--- config.mk ---
export PLATFORM = sky130hd
export DESIGN_NAME = data_mem_pipe
export DESIGN_NICKNAME = d
export VERILOG_FILES = /design/src/rtl/data_mem_pipe.sv
export SDC_FILE = /design/constraint.sdc
export NUM_CORES = 2
export LEC_CHECK = 0
export ABC_AREA = 1
export BUFFER_PORTS_ARGS = -buffer_cell sky130_fd_sc_hd__buf_2
export CAP_MARGIN = 5
export CORE_ASPECT_RATIO = 1.1
export CORE_UTILIZATION = 33
export DETAILED_ROUTE_END_ITERATION = 6
export SYNTH_ARGS = -nofsm -noshare
export SYNTH_HDL_FRONTEND = slang
export SYNTH_MEMORY_MAX_BITS = 65536
export SYNTH_SLANG_ARGS = --single-unit
--- constraint.sdc ---
create_clock -name clk -period 22 [get_ports clk]
set_clock_uncertainty 0.15 [all_clocks]
set_input_delay 2.2 -clock clk [delete_from_list [all_inputs] [get_ports clk]]
set_output_delay 2.2 -clock clk [all_outputs]
set_load 0.01 [all_outputs]
--- src/rtl/data_mem_pipe.sv ---
// data_mem_pipe -- word-addressed data memory for the 16-bit RISC datapath.
//
// Accepts one load or store per cycle through a req/ready handshake. Load data
// comes back through an RD_LAT-deep read pipeline with an rvalid strobe. After
// every reset a hardware sweep zeroes the whole array before ready rises.
// Addresses at or beyond DEPTH are flagged on err and never alias.
//
// Optional feature macro: DMEM_BYTE_WRITE_EN adds the be port for byte-lane stores.
//
// Ports:
//   clk        rising-edge clock
//   reset      synchronous, active-high reset
//   req        request valid
//   we         1 = store, 0 = load
//   addr       word address (ADDR_W bits, compared in full)
//   wdata      store data
//   be         byte-lane write strobes (DMEM_BYTE_WRITE_EN only)
//   ready      request can be accepted this cycle
//   rvalid     rdata/err valid for one cycle
//   rdata      load result; holds its last value while rvalid = 0
//   err        out-of-range access indicator
//   init_done  clear sweep finished
module data_mem_pipe #(
  parameter int DATA_W = 16,
  parameter int ADDR_W = 16,
  parameter int DEPTH  = 256,
  parameter int RD_LAT = 1
) (
  input  logic              clk,
  input  logic              reset,
  input  logic              req,
  input  logic              we,
  input  logic [ADDR_W-1:0] addr,
  input  logic [DATA_W-1:0] wdata,
`ifdef DMEM_BYTE_WRITE_EN
  input  logic [DATA_W/8-1:0] be,
`endif
  output logic              ready,
  output logic              rvalid,
  output logic [DATA_W-1:0] rdata,
  output logic              err,
  output logic              init_done
);

  localparam int AW = (DEPTH > 1) ? $clog2(DEPTH) : 1;
  // One extra bit so DEPTH = 2^ADDR_W is representable in the range compare.
  localparam logic [ADDR_W:0] DEPTH_W = (ADDR_W + 1)'(DEPTH);

  typedef enum logic {CLEAR, RUN} state_t;

  state_t            state;
  logic [AW-1:0]     cnt;
  logic [DATA_W-1:0] mem [DEPTH];

  logic              in_range;
  logic [AW-1:0]     idx;
  logic              acc_ld;
  logic              acc_st;

  logic              pv [RD_LAT];
  logic              pe [RD_LAT];
  logic [DATA_W-1:0] pd [RD_LAT];
  logic              st_err;

  assign in_range = ({1'b0, addr} < DEPTH_W);
  assign idx      = addr[AW-1:0];
  assign acc_ld   = req & ready & ~we;
  assign acc_st   = req & ready & we;

  // Sweep controller; ready/init_done are registered alongside the state.
  always_ff @(posedge clk) begin
    if (reset) begin
      state     <= CLEAR;
      cnt       <= '0;
      ready     <= 1'b0;
      init_done <= 1'b0;
    end else if (state == CLEAR) begin
      cnt <= cnt + 1'b1;
      if (cnt == AW'(DEPTH - 1)) begin
        state     <= RUN;
        ready     <= 1'b1;
        init_done <= 1'b1;
      end
    end
  end

  // Storage array: no reset term, the sweep provides the zero fill.
  always_ff @(posedge clk) begin
    if (!reset) begin
      if (state == CLEAR) begin
        mem[cnt] <= '0;
      end else if (acc_st && in_range) begin
`ifdef DMEM_BYTE_WRITE_EN
        for (int unsigned i = 0; i < DATA_W / 8; i++) begin
          if (be[i]) mem[idx][8*i +: 8] <= wdata[8*i +: 8];
        end
`else
        mem[idx] <= wdata;
`endif
      end
    end
  end

  // Read pipeline. Data stages only advance behind a valid entry, so the last
  // stage (driving rdata) holds the previous load result while idle.
  always_ff @(posedge clk) begin
    if (reset) begin
      for (int unsigned k = 0; k < RD_LAT; k++) begin
        pv[k] <= 1'b0;
        pe[k] <= 1'b0;
        pd[k] <= '0;
      end
      st_err <= 1'b0;
    end else begin
      pv[0] <= acc_ld;
      pe[0] <= acc_ld & ~in_range;
      if (acc_ld) pd[0] <= in_range ? mem[idx] : '0;
      for (int unsigned k = 1; k < RD_LAT; k++) begin
        pv[k] <= pv[k-1];
        pe[k] <= pe[k-1];
        if (pv[k-1]) pd[k] <= pd[k-1];
      end
      st_err <= acc_st & ~in_range;
    end
  end

  assign rvalid = pv[RD_LAT-1];
  assign rdata  = pd[RD_LAT-1];
  // Store errors report one cycle after accept, independent of RD_LAT.
  assign err    = pe[RD_LAT-1] | st_err;

endmodule

==> metrics.md <==
| Metric | Value |
|---|---|
| Status | complete, no violations |
| CP Max Fanout | 89 |
| Gr usage total | 18.9% |
| Fin cells | 20,600 |
| Cells after Synth | 13,800 |
| Synth Area per Inst | 12.1 µm² |
| Clk_lat worst skew | 1.00 ns |
| Final min period | 7.16 ns |
| Vias per cell | 5.32 |
| Iter 0 DRT Violations | 13,500 |
| DR WL met2 | 234 mm |
| WL final | 497 mm |
| Final instance area | 187,000 µm² |
| Crit path capture type | flop |
| Post-CTS Setup Bufs | 0 |
| Cell Area, Placed | 174,000 µm² |
| Setup ws final | 14.84 ns |
| IO Count | 56 |
| Number of synthesized flops with an enable pin | 4,112 |
| Worst-Margin Slew | 1.32 ns |
| Die H | 746 µm |
| Leakage | 0.0632 µW |
| Post-CTS Resized | 0 |
| Final #Nets | 13,700 |
| Max cap viols | 0 |
| PwrDens | 87.3 nW/µm² |
| CTS tree | yes |
| Max Buffers Root-to-Sink | 4 |
| Largest net degree at the start of global routing | 198 |
| Syn-to-layout area delta | 12.9% |
| Die footprint | 506,000 µm² |
| Top cells by area, synth | edfxtp_1, nand3_1, nand2_1 |
| Commonest cells after routing, fill and taps aside | nand2_1, edfxtp_1, nand3_1 |
| Top cell type's share of synthesized area | 74.4% |
| Average wire per cell in the routed design | 24.1 µm |
| Final Hold Fails | 0 |
| Final Setup Violations | 0 |
| Met3 wire length | 42.0 mm |
| Area leader, netlist | edfxtp_1 |
| Final slew viol count | 0 |
| Relative slew slack | 11.6% |
| Total Power | 16,300 µW |
| Register clock-pin slew on the reported worst setup and hold paths | 0.06 ns |
| TNS Setup | 0 ns |
| Grt total ovfl | 0 |
| Place WS | 14.03 ns |
| RePlAce Congestion | 0.861 |
| Ys Warns | 0 |
| Clock Sinks | 4,125 |
| Worst r2r path cells | 7 |
| VDD IR max | 0.0679 mV |
| CP Launch Type | primary input |
| Number of global-route vias before repair | 102,000 |
| Sequential share of the synthesized area | 74.6% |
| Filler cell count | 47,400 |
| Worst path arrival time | 7.89 ns |
| DP Cell Count | 19,900 |
| Synthesized flop and latch total | 4,125 |
| Share of layout cells above drive strength 1 | 8.17% |
| RSZ-0062 raised after global routing | no |
| M1 WL | 201 mm |
| Die Wd | 678 µm |
| Most used DFF post-synth | edfxtp_1 |
| HP Class | reg -> reg |
| Drt first pass iters | 6 |
| Final HPWL DP | 269 mm |
| DRC | 0 |
| Post-synth cell types | 34 |
| Fin crit share | 32.5% |
| Antenna viol nets, final | 0 |
| Clock root cell | clkbuf_16 |
| Leading cell type in the layout, fill and taps excluded | nand2_1 |
| CTS HTree Levels | 5 |
| WP data required | 22.73 ns |
| Async SR Flop Fraction | 0% |
| Port Buffers | 55 |
| First-pass GRT wire length | 720 mm |
| Num rows | 272 |
| Initial antenna violation count | 17 |
| Initial Util | 33.2% |
| Hold_buf cts | 0 |
| Synth Net Count | 13,800 |
| Mapped Area | 166,000 µm² |
| Worst hold path depth | 2 |
| Number of buffers created by CTS | 401 |
| Core Region | 500,000 µm² |
| Crit Path Class | in -> reg |
| FMAX | 0.140 GHz |
| Top Layer Used | met5 |
| Vias | 110,000 |
==> synthesized netlist by cell type, drive strengths merged (2+ instances only) <==
library cell / instances
and2: 2
nand3: 3876
o21ai: 77
nor3: 2
nor2: 465
clkbuf: 397
inv: 45
dfxtp: 13
edfxtp: 4112
nand2: 4151
o21a: 2
buf: 544
o22ai: 32
nand4: 2
a21oi: 37
==> where the power goes <==
group          leakage, µW  switching, µW  internal [µW]  total [µW]
clock network      0.00642           3020           3950        6970
registers           0.0322           6.49           8520        8520
logic               0.0246            644            216         861
total               0.0632           3670          12700       16300
==> critical path, cell delays in order <==
cell and delay [ns]:
buf_12 0.19, inv_8 0.44, buf_4 0.76, buf_4 0.66, buf_4 0.63, buf_4 0.87
nand2_1 0.13, nand3_1 0.13, nand3_1 0.09, nand3_1 0.20, nand3_1 0.19, nand3_1 0.31
nand3_1 0.12, nand2_1 0.39, nor2_1 0.12, nor2_1 0.12
==> per-layer routing <==
layer	global-route usage, %	vias up
met5	0	-
met3	2.75	818
met1	25.9	54800
met4	7.01	8
met2	30.4	5073
li1	-	48900
==> per-stage QoR <==
| stage | utilization, % | hold slack (ns) |
|---|---|---|
| finish | 37.5 | 0.360 |
| global route | 37.5 | 0.402 |
| CTS | 37.5 | 0.356 |
| detailed placement | 34.9 | 0.351 |
| global placement | 34.9 | 0.356 |
| floorplan | - | 0.305 |
==> flip-flops by register name (all words and copies together), names as in the netlist <==
name and cells:
mem 4096, pd 16, cnt 8, init_done 1, pe 1, pv 1, st_err 1, state 1
==> final timing paths <==
kind / start / end / slack (ns)
worst max-delay path: addr[0] / pd[0][11] / 14.84
worst max register to register: init_done / mem[22][7] / 17.32
worst min-delay path: cnt[4] / cnt[6] / 0.36
worst min register to register: cnt[4] / cnt[6] / 0.36
==> logic make-up after synthesis <==
family / Yosys count / share of synthesized area [%]
simple gates: 8501 / 22.3
buf+inv: 987 / 2.58
flops: 4125 / 74.6
fa+ha+maj: 1 / 0.00754
compound gates: 149 / 0.510
==> final cells by class <==
type	instances	area (µm²)	area share, %
Clock buffer	492	10500	5.61
Multi-Input combinational cell	8651	38100	20.3
Antenna cell	7	17.5	0.00935
Tap cell	6576	8230	4.39
Inverter	46	215	0.115
Clock inverter	244	2640	1.41
Timing Repair Buffer	483	3910	2.09
Sequential cell	4125	124000	66.1
Power figures use the tool's default switching activity.
